==> config.mk <==
export PLATFORM = sky130hd
export DESIGN_NAME = xpmwrap_spram_arb_flat
export DESIGN_NICKNAME = d
export VERILOG_FILES = /design/src/rtl/xpmwrap_spram_arb_pkg.sv /design/src/rtl/xpmwrap_spram_arb_if.sv /design/src/rtl/xpmwrap_rr_arb.sv /design/src/rtl/xpmwrap_spram_arb.sv /design/src/flat_wrapper.sv
export SDC_FILE = /design/constraint.sdc
export NUM_CORES = 1
export LEC_CHECK = 0
export CORE_AREA = 2 2 106 108
export DETAILED_ROUTE_END_ITERATION = 8
export DIE_AREA = 0 0 108 110
export HOLD_SLACK_MARGIN = 0.06
export MAX_ROUTING_LAYER = met4
export PLACE_DENSITY = 0.8
export RECOVER_POWER = 50
export SYNTH_ARGS = -nofsm -noshare
export SYNTH_HDL_FRONTEND = slang
export SYNTH_SLANG_ARGS = --single-unit
==> constraint.sdc <==
create_clock -name clka -period 3.4 [get_ports clka]
set_input_delay 0.85 -clock clka [delete_from_list [all_inputs] [get_ports clka]]
set_output_delay 0.85 -clock clka [all_outputs]
set_load 0.02 [all_outputs]
==> src/rtl/xpmwrap_spram_arb_pkg.sv <==
// Shared types and constants for the single-port RAM arbiter.
// The read-tag id is sized for the largest supported requester count, so
// the struct stays a fixed-width package type that every arbiter can reuse.
package xpmwrap_spram_arb_pkg;

    localparam int unsigned MAX_REQ          = 16;
    localparam int unsigned DEF_READ_LATENCY = 2;

    // Index width for n requesters; never narrower than one bit.
    function automatic int unsigned id_width(input int unsigned n);
        return (n > 1) ? $clog2(n) : 1;
    endfunction

    // Cycles from a granted read to its rsp_valid pulse.
    function automatic int unsigned rsp_lat(input int unsigned read_latency);
        return read_latency + 1;
    endfunction

    localparam int unsigned ID_W    = id_width(MAX_REQ);
    localparam int unsigned RSP_LAT = rsp_lat(DEF_READ_LATENCY);

    typedef struct packed {
        logic            vld;
        logic [ID_W-1:0] id;
    } rd_tag_t;

endpackage

==> src/rtl/xpmwrap_spram_arb_if.sv <==
// Requester-side bus of the RAM arbiter: flattened request fields plus the
// shared read-response path. Optional macro: XPMWRAP_SPRAM_ARB_LOCK_EN adds req_lock.
interface xpmwrap_spram_arb_if #(
    parameter int unsigned NUM_REQ      = 4,
    parameter int unsigned ADDR_WIDTH_A = 6,
    parameter int unsigned DATA_WIDTH   = 32
) ();

    logic [NUM_REQ-1:0]              req_valid;
    logic [NUM_REQ-1:0]              req_ready;
    logic [NUM_REQ-1:0]              req_we;
    logic [NUM_REQ*ADDR_WIDTH_A-1:0] req_addr;
    logic [NUM_REQ*DATA_WIDTH-1:0]   req_wdata;
    logic [NUM_REQ-1:0]              rsp_valid;
    logic [DATA_WIDTH-1:0]           rsp_rdata;
`ifdef XPMWRAP_SPRAM_ARB_LOCK_EN
    logic [NUM_REQ-1:0]              req_lock;

    modport master (
        output req_valid, req_we, req_addr, req_wdata, req_lock,
        input  req_ready, rsp_valid, rsp_rdata
    );

    modport slave (
        input  req_valid, req_we, req_addr, req_wdata, req_lock,
        output req_ready, rsp_valid, rsp_rdata
    );
`else
    modport master (
        output req_valid, req_we, req_addr, req_wdata,
        input  req_ready, rsp_valid, rsp_rdata
    );

    modport slave (
        input  req_valid, req_we, req_addr, req_wdata,
        output req_ready, rsp_valid, rsp_rdata
    );
`endif

endinterface

==> src/rtl/xpmwrap_rr_arb.sv <==
// Combinational round-robin picker: grants the first requester at or after
// ptr, wrapping. With XPMWRAP_SPRAM_ARB_LOCK_EN, lock restricts the grant to ptr only.
module xpmwrap_rr_arb
    import xpmwrap_spram_arb_pkg::*;
#(
    parameter int unsigned NUM_REQ = 4,
    parameter int unsigned IDX_W   = id_width(NUM_REQ)
) (
    input  logic [NUM_REQ-1:0] req,
    input  logic [IDX_W-1:0]   ptr,
`ifdef XPMWRAP_SPRAM_ARB_LOCK_EN
    input  logic               lock,
`endif
    output logic [NUM_REQ-1:0] gnt,
    output logic [IDX_W-1:0]   idx,
    output logic               any
);

    logic hold;

`ifdef XPMWRAP_SPRAM_ARB_LOCK_EN
    assign hold = lock;
`else
    assign hold = 1'b0;
`endif

    // Scan upward from the pointer; the first hit wins.
    always_comb begin
        int unsigned j;
        j   = 0;
        gnt = '0;
        idx = '0;
        any = 1'b0;
        if (hold) begin
            if (req[ptr]) begin
                gnt[ptr] = 1'b1;
                idx      = ptr;
                any      = 1'b1;
            end
        end else begin
            for (int unsigned k = 0; k < NUM_REQ; k++) begin
                j = (32'(ptr) + k) % NUM_REQ;
                if (!any && req[j]) begin
                    gnt[j] = 1'b1;
                    idx    = IDX_W'(j);
                    any    = 1'b1;
                end
            end
        end
    end

endmodule

==> src/rtl/xpmwrap_spram_arb.sv <==
// Round-robin arbiter sharing one single-port RAM among NUM_REQ requesters.
// One access per cycle is registered onto the RAM port; read results are
// routed back by a tag pipeline matched to the RAM read latency.
// Optional macro: XPMWRAP_SPRAM_ARB_LOCK_EN (per-requester lock for exclusive access).
module xpmwrap_spram_arb
    import xpmwrap_spram_arb_pkg::*;
#(
    parameter int unsigned NUM_REQ        = 4,
    parameter int unsigned ADDR_WIDTH_A   = 6,
    parameter int unsigned DATA_WIDTH     = 32,
    parameter int unsigned READ_LATENCY_A = 2
) (
    input  logic                    clka,
    input  logic                    rsta_n,
    xpmwrap_spram_arb_if.slave      bus,
    output logic                    mem_ena,
    output logic                    mem_wea,
    output logic [ADDR_WIDTH_A-1:0] mem_addra,
    output logic [DATA_WIDTH-1:0]   mem_dina,
    output logic                    mem_regcea,
    output logic                    mem_rsta,
    input  logic [DATA_WIDTH-1:0]   mem_douta
);

    localparam int unsigned IDX_W      = id_width(NUM_REQ);
    // The final latency stage is the rsp_valid register itself.
    localparam int unsigned TAG_STAGES = rsp_lat(READ_LATENCY_A) - 1;

    logic [NUM_REQ-1:0]      valid_eff;
    logic [NUM_REQ-1:0]      gnt;
    logic [IDX_W-1:0]        gnt_idx;
    logic                    gnt_any;
    logic [IDX_W-1:0]        ptr_q, ptr_d;

    logic                    mem_ena_q, mem_wea_q;
    logic [ADDR_WIDTH_A-1:0] mem_addra_q;
    logic [DATA_WIDTH-1:0]   mem_dina_q;

    rd_tag_t                 tag_in;
    rd_tag_t                 tag_q [TAG_STAGES];
    logic [NUM_REQ-1:0]      rsp_valid_q, rsp_valid_d;

    // Nothing is granted while reset is held.
    assign valid_eff = bus.req_valid & {NUM_REQ{rsta_n}};

`ifdef XPMWRAP_SPRAM_ARB_LOCK_EN
    logic locked_q, locked_d;
    logic arb_lock;

    // Exclusive while the last locked winner keeps its lock high.
    assign arb_lock = locked_q & bus.req_lock[ptr_q];
`endif

    xpmwrap_rr_arb #(
        .NUM_REQ (NUM_REQ),
        .IDX_W   (IDX_W)
    ) u_rr_arb (
        .req  (valid_eff),
        .ptr  (ptr_q),
`ifdef XPMWRAP_SPRAM_ARB_LOCK_EN
        .lock (arb_lock),
`endif
        .gnt  (gnt),
        .idx  (gnt_idx),
        .any  (gnt_any)
    );

    // Pointer moves past the winner, or stays on a locking winner.
    always_comb begin
        ptr_d = ptr_q;
        if (gnt_any) begin
            if (gnt_idx == IDX_W'(NUM_REQ - 1)) begin
                ptr_d = '0;
            end else begin
                ptr_d = gnt_idx + 1'b1;
            end
`ifdef XPMWRAP_SPRAM_ARB_LOCK_EN
            if (bus.req_lock[gnt_idx]) begin
                ptr_d = gnt_idx;
            end
`endif
        end
    end

`ifdef XPMWRAP_SPRAM_ARB_LOCK_EN
    // Lock is taken on a grant with lock high and released once lock drops.
    always_comb begin
        locked_d = locked_q;
        if (gnt_any) begin
            locked_d = bus.req_lock[gnt_idx];
        end else if (!arb_lock) begin
            locked_d = 1'b0;
        end
    end

    // Lock state register.
    always_ff @(posedge clka or negedge rsta_n) begin
        if (!rsta_n) begin
            locked_q <= 1'b0;
        end else begin
            locked_q <= locked_d;
        end
    end
`endif

    // Pointer register.
    always_ff @(posedge clka or negedge rsta_n) begin
        if (!rsta_n) begin
            ptr_q <= '0;
        end else begin
            ptr_q <= ptr_d;
        end
    end

    // Register the winning request onto the RAM port.
    always_ff @(posedge clka or negedge rsta_n) begin
        if (!rsta_n) begin
            mem_ena_q   <= 1'b0;
            mem_wea_q   <= 1'b0;
            mem_addra_q <= '0;
            mem_dina_q  <= '0;
        end else begin
            mem_ena_q <= gnt_any;
            mem_wea_q <= gnt_any & bus.req_we[gnt_idx];
            if (gnt_any) begin
                mem_addra_q <= bus.req_addr[gnt_idx*ADDR_WIDTH_A +: ADDR_WIDTH_A];
                mem_dina_q  <= bus.req_wdata[gnt_idx*DATA_WIDTH +: DATA_WIDTH];
            end
        end
    end

    // Tag for the access being granted this cycle; writes carry no tag.
    always_comb begin
        tag_in.vld = gnt_any & ~bus.req_we[gnt_idx];
        tag_in.id  = ID_W'(gnt_idx);
    end

    // Decode the oldest tag into the one-hot response strobe.
    always_comb begin
        rsp_valid_d = '0;
        for (int i = 0; i < int'(NUM_REQ); i++) begin
            rsp_valid_d[i] = tag_q[TAG_STAGES-1].vld && (tag_q[TAG_STAGES-1].id == ID_W'(i));
        end
    end

    // Tag shift register and response strobe register.
    always_ff @(posedge clka or negedge rsta_n) begin
        if (!rsta_n) begin
            for (int s = 0; s < int'(TAG_STAGES); s++) begin
                tag_q[s] <= '0;
            end
            rsp_valid_q <= '0;
        end else begin
            tag_q[0] <= tag_in;
            for (int s = 1; s < int'(TAG_STAGES); s++) begin
                tag_q[s] <= tag_q[s-1];
            end
            rsp_valid_q <= rsp_valid_d;
        end
    end

    assign bus.req_ready = gnt;
    assign bus.rsp_valid = rsp_valid_q;
    assign bus.rsp_rdata = mem_douta;

    assign mem_ena    = mem_ena_q;
    assign mem_wea    = mem_wea_q;
    assign mem_addra  = mem_addra_q;
    assign mem_dina   = mem_dina_q;
    assign mem_regcea = 1'b1;
    assign mem_rsta   = ~rsta_n;

`ifndef SYNTHESIS
    rsp_onehot_a: assert property (@(posedge clka) disable iff (!rsta_n) $onehot0(rsp_valid_q));
`endif

endmodule

==> src/flat_wrapper.sv <==
// flat-port wrapper written by rule: the top's interface ports become plain ports
module xpmwrap_spram_arb_flat import xpmwrap_spram_arb_pkg::*;
#(
    parameter int unsigned NUM_REQ        = 4,
    parameter int unsigned ADDR_WIDTH_A   = 6,
    parameter int unsigned DATA_WIDTH     = 32,
    parameter int unsigned READ_LATENCY_A = 2
)
  (clka, rsta_n, mem_ena, mem_wea, mem_addra, mem_dina, mem_regcea, mem_rsta, mem_douta, bus_req_valid, bus_req_we, bus_req_addr, bus_req_wdata, bus_req_ready, bus_rsp_valid, bus_rsp_rdata);
  xpmwrap_spram_arb_if #(.NUM_REQ(NUM_REQ), .ADDR_WIDTH_A(ADDR_WIDTH_A), .DATA_WIDTH(DATA_WIDTH)) bus_i ();
  input  logic clka;
  input  logic rsta_n;
  output logic mem_ena;
  output logic mem_wea;
  output logic [ADDR_WIDTH_A-1:0] mem_addra;
  output logic [DATA_WIDTH-1:0] mem_dina;
  output logic mem_regcea;
  output logic mem_rsta;
  input  logic [DATA_WIDTH-1:0] mem_douta;
  input wire logic [$bits(bus_i.req_valid)-1:0] bus_req_valid;
  input wire logic [$bits(bus_i.req_we)-1:0] bus_req_we;
  input wire logic [$bits(bus_i.req_addr)-1:0] bus_req_addr;
  input wire logic [$bits(bus_i.req_wdata)-1:0] bus_req_wdata;
  output wire logic [$bits(bus_i.req_ready)-1:0] bus_req_ready;
  output wire logic [$bits(bus_i.rsp_valid)-1:0] bus_rsp_valid;
  output wire logic [$bits(bus_i.rsp_rdata)-1:0] bus_rsp_rdata;
  assign bus_i.req_valid = bus_req_valid;
  assign bus_i.req_we = bus_req_we;
  assign bus_i.req_addr = bus_req_addr;
  assign bus_i.req_wdata = bus_req_wdata;
  assign bus_req_ready = bus_i.req_ready;
  assign bus_rsp_valid = bus_i.rsp_valid;
  assign bus_rsp_rdata = bus_i.rsp_rdata;
  xpmwrap_spram_arb #(.NUM_REQ(NUM_REQ), .ADDR_WIDTH_A(ADDR_WIDTH_A), .DATA_WIDTH(DATA_WIDTH), .READ_LATENCY_A(READ_LATENCY_A)) u_core (.clka(clka), .rsta_n(rsta_n), .bus(bus_i), .mem_ena(mem_ena), .mem_wea(mem_wea), .mem_addra(mem_addra), .mem_dina(mem_dina), .mem_regcea(mem_regcea), .mem_rsta(mem_rsta), .mem_douta(mem_douta));
endmodule
==> impl_results.md <==
* Cell variety after synth at 46
* Placed Instance Area at 5760 sq um
* Post-synth EDFFs at 0
* Area share of the largest cell type after synthesis at 36.6%
* IO Port Bufs at 210
* GRT Total Usage at 18.5%
* DR vias at 3450
* Worst Path Max Fanout at 4
* Lkg Pwr at 0.00262 uW
* Filler Cells Inserted at 934
* Fin. Hold Viols at 0
* Least-Margin Pin Slew at 1.28 ns
* Clk_skew at 0.00402 ns
* Syn_area_per_cell at 10.5 sq um
* Nets at 738
* Area grow syn2layout at 65.1%
* Slew HR at 14.4%
* Clk sinks at 52
* Area of all sequential standard cells at 1300 sq um
* Largest area contributor in the netlist: dfrtp_1
* H-tree depth at 2
* Critical path type: input port to primary output
* Max Slew Vio Count at 0
* Status: finished clean
* Final Worst Setup Slack at 0.0945 ns
* DR vias/cell at 5.10
* Drt initial violations at 162
* Setup TNS at 0 ns
* Final wirelength at 11500 microns
* Synth Cell Area at 3550 sq um
* Yosys reg bits at 52
* Share of layout cells above drive strength 1 at 11.9%
* Gp weighted congestion at 0.881
* Post-Place Worst Slack at -0.578 ns
* Gr ovfl total at 0
* Hold depth at 0
* Wire length of the first global-routing pass at 17000 microns
* Chip height at 110 microns
* Worst reg2reg path startpoint: u_core.ptr_q[0]$_DFFE_PN0P_
* Worst setup SP type: input port
* Clock-pin slew on the worst setup and hold paths at 0.09 ns
* Hold Crit Class: register to register
* Vias in the first global route at 3548
* Met2 routed WL at 6000 microns
* Syn_nets at 542
* Final core occ at 54.8%
* HP Start: u_core.tag_q[6]$_DFF_PN0_
* DR WL met3 at 1140 microns
* Core area at 10700 sq um
* CTS tree: yes
* DIE AREA at 11900 sq um
* Period utilization at 97.2%
* Most instantiated library cell after synthesis: mux2i_1
* Top cells by area, synth: dfrtp_1, mux2i_1, buf_4
* CTS root buffer: clkbuf_8
* Top-level I/O count at 276
* Worst setup EP type: primary output
* Drt pass-1 iters at 5
* CP Data Required Time at 2.55 ns
* Worst setup path startpoint: bus_req_valid[2]
* DIE WIDTH at 108 microns
* Async SR Flop Fraction at 100%
* Max_cap viols at 0
* CP arrival at 2.46 ns
* Dpl hpwl at 9100 microns
* Row Count at 38
* Routed wire length per instance at 17.0 microns
* Mapped Cells at 340
* Top routing layer used: met4
* R2R Path End: u_core.mem_addra[5]$_DFFE_PN0P_
* Clock Path Buffers at 2
* DRC Markers at 0
* Worst R2R Setup Slack at 0.57 ns
* Antenna-violating nets left at 0
* Largest net degree at the start of global routing at 53
* Power per Cell Area at 780 nW/um^2
* Initial antenna violation count at 0
* Worst skew pair latency at 0.29 ns
* Minimum clock period at 3.31 ns
* Critical Path Sink: bus_req_ready[2]
* Design Area, Final at 5870 sq um
* Max Fclk at 0.303 GHz
* Initial Utilization at 33.2%
* Reg2Reg Depth at 10
* Synth Flop Type: dfrtp_1
* Post-Route M1 WL at 4200 microns
* CTS buffer count at 5
* Diode count at 0
* Peak supply drop at 0.454 mV
* Area of the multi-input gates at 1890 sq um
* Top cell types by occurrence after synthesis: mux2i_1, dfrtp_1, nor2_1
* YS warnings at 0
* Sequential fraction of the synthesis area at 36.6%
* Final setup viols at 0
[cell type report]
class	count	area share (%)
clock buffers	7	1.47
multi-input cells	226	32.2
flip-flops and latches	52	22.2
repair buffers	244	40.6
well taps	140	2.99
clock inverters	1	0.128
inverters	7	0.448
[worst max-delay path, cell delays in order]
cell	delay (ns)
dlygate4sd2_1	0.27
mux2_4	0.29
or4_1	0.47
a21boi_1	0.14
buf_4	0.14
a222oi_1	0.06
nand2_1	0.10
buf_4	0.14
[placed cells by master, fill, tap and decap left out, types with 2 or more instances in the layout]
cell and n:
a221oi_1 29, a221oi_2 9, a222oi_1 4, buf_12 4, buf_4 31, clkbuf_1 3
clkbuf_8 6, clkdlybuf4s50_1 201, clkinv_1 2, dfrtp_1 52, dlygate4sd2_1 3, ha_1 7
inv_1 5, mux2i_1 79, nand2_1 13, nand2b_1 3, nor2_1 46, nor3b_1 2
o21ai_0 3
[worst min path at each step]
stage,end,slack (ns)
after floorplan,u_core.tag_q[0]$_DFF_PN0_,0.33
after global placement,u_core.tag_q[4]$_DFF_PN0_,0.33
after detailed placement,u_core.tag_q[1]$_DFF_PN0_,0.33
after CTS,u_core.tag_q[1]$_DFF_PN0_,0.35
after global routing,u_core.tag_q[4]$_DFF_PN0_,0.38
final,u_core.tag_q[1]$_DFF_PN0_,0.36
[sequential cells by signal, indices dropped and copies added (netlist names)]
signal / cells
u_core.ptr_q: 2
u_core.bus.rsp_valid: 4
u_core.mem_dina: 32
u_core.mem_ena: 1
u_core.mem_addra: 6
u_core.mem_wea: 1
u_core.tag_q: 6
[metrics by stage]
step / cells / hold slack [ns] / total power, uW
global route: 677 / 0.376 / 4870
detailed placement: 668 / 0.335 / 4230
finish: 677 / 0.358 / 4570
floorplan: 340 / 0.331 / 2980
CTS: 676 / 0.355 / 4600
global placement: 668 / 0.333 / 4150
[power by group]
part           switching (uW)  total, uW  internal (uW)
logic                    1540       3140           1590
clock network             195        361            166
registers                 163       1080            912
total                    1900       4570           2670
[cell families (layout without fill, tap and decap cells)]
| family | Yosys count | count (layout) | share of synthesized area (%) |
|---|---|---|---|
| DFF | 52 | 52 | 36.6 |
| and+or+nand+nor | 73 | 73 | 8.73 |
| adders and majority gates | 8 | 8 | 2.82 |
| AOI/OAI and AO/OA | 59 | 59 | 15.7 |
| xor gates and xnor gates | 2 | 2 | 0.704 |
| other | 1 | 1 | 0.106 |
| muxes | 83 | 83 | 23.7 |
| buffers and inverters | 62 | 259 | 11.7 |
[layer usage]
layer	vias up	track usage, %
met1	1624	20.1
met3	12	5.17
met4	0	5.40
met2	206	33.3
li1	1608	-
met5	-	-
[repair_timing]
action | in CTS | in global routing
setup buffers | 0 | 1
endpoints found under the setup margin | 4 | 4
gates resized for setup | 24 | 4
pin swaps | 0 | 3
hold buffers | 0 | 0
Note: power is estimated with default switching activity, not from simulation.
